===== src/rtl/seq_divider.sv =====
// seq_divider: restoring divider, one quotient bit per clock; define SEQ_DIVIDER_SIGNED_EN for two's-complement operands
module seq_divider #(
  parameter int WIDTH = 8
) (
  input  logic             clk,
  input  logic             reset,
  input  logic             go,
  input  logic [WIDTH-1:0] dividend,
  input  logic [WIDTH-1:0] divisor,
  output logic             busy,
  output logic             done,
  output logic [WIDTH-1:0] quotient,
  output logic [WIDTH-1:0] remainder,
  output logic             div_by_zero
);
  localparam int CW = $clog2(WIDTH);
`ifdef SEQ_DIVIDER_SIGNED_EN
  typedef enum logic [1:0] {IDLE, CALC, FIX, DONE} state_t;
`else
  typedef enum logic [1:0] {IDLE, CALC, DONE} state_t;
`endif
  state_t state, next;
  logic [WIDTH-1:0] dvd, dvs, acc, a_mag, b_mag;
  logic [WIDTH:0] p, diff;
  logic [CW-1:0] cnt;
  logic dz, qbit, last;
`ifdef SEQ_DIVIDER_SIGNED_EN
  logic neg_q, neg_r;
  assign a_mag = dividend[WIDTH-1] ? -dividend : dividend;
  assign b_mag = divisor[WIDTH-1] ? -divisor : divisor;
`else
  assign a_mag = dividend;
  assign b_mag = divisor;
`endif
  // one restoring step: dvd doubles as dividend shifter and quotient collector
  always_comb begin
    p = {acc, dvd[WIDTH-1]};
    diff = p - {1'b0, dvs};
    qbit = ~diff[WIDTH];
    last = cnt == CW'(WIDTH - 1);
  end
  // state register
  always_ff @(posedge clk) begin
    if (reset) state <= IDLE;
    else state <= next;
  end
  // next-state and busy decode
  always_comb begin
    next = state;
    busy = 1'b0;
    case (state)
      IDLE: next = go ? (divisor == '0 ? DONE : CALC) : IDLE;
      CALC: begin
        busy = 1'b1;
`ifdef SEQ_DIVIDER_SIGNED_EN
        next = last ? FIX : CALC;
`else
        next = last ? DONE : CALC;
`endif
      end
`ifdef SEQ_DIVIDER_SIGNED_EN
      FIX: begin
        busy = 1'b1;
        next = DONE;
      end
`endif
      DONE: next = IDLE;
      default: next = IDLE;
    endcase
  end
  // working registers: operand capture, iteration, sign fix-up
  always_ff @(posedge clk) begin
    if (state == IDLE && go) begin
      if (divisor == '0) begin
        dvd <= '1;
        acc <= dividend;
        dz <= 1'b1;
      end else begin
        dvd <= a_mag;
        dvs <= b_mag;
        acc <= '0;
        cnt <= '0;
        dz <= 1'b0;
`ifdef SEQ_DIVIDER_SIGNED_EN
        neg_q <= dividend[WIDTH-1] ^ divisor[WIDTH-1];
        neg_r <= dividend[WIDTH-1];
`endif
      end
    end else if (state == CALC) begin
      dvd <= {dvd[WIDTH-2:0], qbit};
      acc <= qbit ? diff[WIDTH-1:0] : p[WIDTH-1:0];
      cnt <= cnt + CW'(1);
    end
`ifdef SEQ_DIVIDER_SIGNED_EN
    else if (state == FIX) begin
      dvd <= neg_q ? -dvd : dvd;
      acc <= neg_r ? -acc : acc;
    end
`endif
  end
  // result registers change only when an operation completes
  always_ff @(posedge clk) begin
    if (reset) begin
      done <= 1'b0;
      quotient <= '0;
      remainder <= '0;
      div_by_zero <= 1'b0;
    end else begin
      done <= state == DONE;
      if (state == DONE) begin
        quotient <= dvd;
        remainder <= acc;
        div_by_zero <= dz;
      end
    end
  end
endmodule

===== config.mk =====
export PLATFORM = sky130hd
export DESIGN_NAME = seq_divider
export DESIGN_NICKNAME = d
export VERILOG_FILES = /design/src/rtl/seq_divider.sv
export SDC_FILE = /design/constraint.sdc
export NUM_CORES = 1
export LEC_CHECK = 0
export ABC_AREA = 1
export BUFFER_PORTS_ARGS = -buffer_cell sky130_fd_sc_hd__clkbuf_2
export CAP_MARGIN = 20
export CORE_MARGIN = 10
export CORE_UTILIZATION = 51
export CTS_CLUSTER_DIAMETER = 100
export DETAILED_ROUTE_END_ITERATION = 10
export GPL_ROUTABILITY_DRIVEN = 0
export GPL_TIMING_DRIVEN = 0
export MAX_ROUTING_LAYER = met4
export PLACE_DENSITY = 0.82
export REMOVE_ABC_BUFFERS = 1
export SLEW_MARGIN = 20
export SYNTH_ARGS = -nofsm -noshare
export SYNTH_HDL_FRONTEND = slang
export SYNTH_SLANG_ARGS = --single-unit

===== constraint.sdc =====
create_clock -name clk -period 1.9 [get_ports clk]
set_input_delay 0 -clock clk [delete_from_list [all_inputs] [get_ports clk]]
set_output_delay 0 -clock clk [all_outputs]
set_load 0.01 [all_outputs]

==> metrics.md <==
| Metric | Value |
|---|---|
| DRT Pass-1 Iters | `4` |
| Fmax achieved | `509 MHz` |
| RSZ-0062 raised after global routing | `yes` |
| Share of cells above drive strength 1 | `24.7%` |
| Netlist Area Pre-Place | `2450 sq um` |
| Core Util, Final | `64.1%` |
| Crit-path most repeated cell | `nand3_1` |
| CP endpoint kind | `flip-flop` |
| Synth warn | `0` |
| DIE HEIGHT | `89.3 um` |
| Clk slew on worst S/H paths | `0.09 ns` |
| Hold Vio Cnt, Final | `0` |
| Top_reg_cell synth | `edfxtp_1` |
| Routed WL | `5350 um` |
| Slowest cell on crit path | `edfxtp_1` |
| Wire per inst | `14.0 um` |
| Synth area leaders | `edfxtp_1, dfxtp_1, nand2_1` |
| Final Cell Area | `3010 sq um` |
| Residual DRC | `0` |
| Min cycle time layout | `~2 ns` |
| CTS Sinks | `48` |
| Synth cell count leaders | `nand2_1, inv_1, edfxtp_1, nor2_1, nand3_1` |
| Longest Clk Path Bufs | `2` |
| Inst Count DP | `357` |
| First-pass GRT wire length | `8890 um` |
| Final Instance Count excl. Fillers | `382` |
| Initial Utilization | `52.2%` |
| Largest net degree at the start of global routing | `25` |
| Drt initial violations | `114` |
| Hold-critical path depth | `3` |
| N_diodes | `0` |
| Count leader, synth | `nand2_1` |
| Synth area leader | `edfxtp_1` |
| Pwr per Cell Area | `1260 nW/um^2` |
| Worst vdd ir | `0.808 mV` |
| Die area | `7970 sq um` |
| Leak | `between 0.001 and 0.0015 uW` |
| Syn Area/Cell | `8.96 sq um` |
| Worst-skew pair later-pin latency | `0.31 ns` |
| Antenna viol nets, final | `0` |
| Net Sw Frac | `between 30% and 40%` |
| Sw Pwr | `roughly 1500 uW` |
| CTS buffer count | `5` |
| Core area | `4690 sq um` |
| Depth of the most critical reg-to-reg path | `8` |
| Num rows | `25` |
| Number of synthesized flops with an enable pin | `28` |
| Failing checks | `negative setup slack` |
| Status | `complete, but fails checks` |
| TritonCTS clock tree | `done` |
| Register Area | `1240 sq um` |
| Area of the multi-input gates | `1110 sq um` |
| Tot GR Track Use | `between 10 and 15%` |
| Final Max Tran Viols | `0` |
| Seq cells post-synth | `48` |
| Sequential element share of the synthesized area | `50.7%` |
| CP cell instances | `ha_1 > or2_4 > nand3_4 > nand2_4 > nand2_2 > nand3_1 > nand3_1 > nand2_1` |
| Setup ws final | `-0.0645 ns` |
| # nets final | `between 300 and 400` |
| Max Cap Viol | `0` |
| Area delta synth->final | `22.9%` |
| Final Skew | `0.00763 ns` |
| Clock root cell | `clkbuf_8` |
| Sequential power share | `about two fifths` |
| Hold crit path type | `primary input to flip-flop` |
| Final setup violation count | `7` |
| Tcrit/Tclk final | `103%` |
| Routed via count | `2006` |
| Die span in x | `89.3 um` |
| Dpl ws | `-0.374 ns` |
| Worst Max-Slew Pin Slew | `slightly below 0.9 ns` |
| Fillers | `roughly 380` |
| Dpl hpwl | `roughly 3900 um` |
| Vias in the first global route | `1981` |
| Startpoint class of the critical path | `flip-flop` |
| H-tree levels | `2` |
| Worst path required time | `1.96 ns` |
| Initial antenna violation count | `0` |
| Gr ovfl total | `0` |
| Asr flop ratio synth | `0%` |
| Buffers added on ports | `37` |
| Number of vias per cell | `5.25` |
| Yosys cell types | `28` |
| Post-Syn Instances | `around 270` |
| Int Pwr | `about 2300 uW` |
| Logic pwr share | `44.5%` |
| Clock power share | `17.2%` |
| Worst slew margin | `41.0%` |
| Share of the synthesized area in the top cell type | `about a third` |
| # IOs | `38` |
| Critical path arrival | `2.02 ns` |
| Crit path kind | `flip-flop to flip-flop` |
| CP max FO | `5` |
| Slowest stage delay, CP | `between 0.4 and 0.5 ns` |
| Area after DPL | `2670 sq um` |
[routing by layer]
metal | global-route usage (%) | vias to the layer above | wire length, um | share of wire, %
met1 | 17.2 | 921 | 2240 | 42
met5 | - | - | 0 | 0
met2 | 24.1 | 61 | 2670 | 50
met4 | 5.20 | 0 | 133 | 2.5
met3 | 3.28 | 13 | 312 | 5.8
li1 | - | 1011 | - | -
[stage by stage]
stage,power (uW),hold WS [ns],setup TNS [ns]
2_1_floorplan,2610,0.0691,0
3_3_place_gp,2850,0.194,-2.88
3_5_place_dp,2930,0.195,-5.19
4_1_cts,3700,0.00805,-0.263
5_1_grt,4070,0.00483,-1.08
6_report,3800,0.00670,-0.250
[cells in the final DEF, fill, tap and decap left out, drive strengths merged]
master	instances
inv	34
a211oi	6
nor2	26
dfxtp	20
a31oi	1
o22a	7
dlygate4sd3	13
clkbuf	43
fa	1
nand2	82
bufinv	1
ha	10
or2	2
xor2	1
nand3	26
clkinv	1
nand3b	7
clkinvlp	1
edfxtp	28
a21oi	14
buf	4
[critical path, delay by kind of cell (launching register included)]
family / cells / cell delay, ns
AND/OR/NAND/NOR: 7 / 0.90
flip-flops: 1 / 0.44
adder cells (fa/ha/maj): 1 / 0.36
[power groups by stage]
stage	clock network (uW)	registers, uW	logic [uW]
floorplan	0	1420	1190
global placement	0	1460	1400
detailed placement	0	1460	1470
CTS	657	1440	1600
global route	700	1480	1900
finish	655	1450	1690
[kinds of logic after synthesis]
logic type                 synth area share (%)
and+or+nand+nor                            27.8
DFF                                        50.7
buffers and inverters                      7.26
AOI/OAI and AO/OA                          7.92
adders and majority gates                  5.93
xor gates and xnor gates                  0.358
[flip-flops by register name (all words and copies together), names as in the netlist]
name,count
acc,8
dvd,8
dvs,8
quotient,8
remainder,8
cnt,3
state,2
div_by_zero,1
done,1
dz,1
[timing repair]
action	4_1_cts	5_1_grt
setup endpoints to repair	27	35
buffers inserted	3	1
hold buffers	13	0
endpoints found under the hold margin	13	0
gates resized for setup	9	6
pin swaps	2	0
[layout make-up]
type | count | area share [%]
Sequential cell | 48 | 41.3
Multi-Input combinational cell | 183 | 36.8
Timing Repair Buffer | 54 | 11.5
Inverter | 35 | 4.95
Clock buffer | 6 | 2.75
Tap cell | 54 | 2.25
Clock inverter | 2 | 0.458
[final timing paths]
kind / from / end / slack (ns)
setup reg to reg: acc[2]$_DFFE_PP_ / acc[0]$_DFFE_PP_ / -0.06
setup / recovery: acc[2]$_DFFE_PP_ / acc[0]$_DFFE_PP_ / -0.06
hold / removal: dividend[6] / acc[6]$_DFFE_PP_ / 0.007
hold reg to reg: quotient[6]$_SDFFE_PP0P_ / quotient[6]$_SDFFE_PP0P_ / 0.47
No activity file was read; power rests on OpenSTA's default activity.
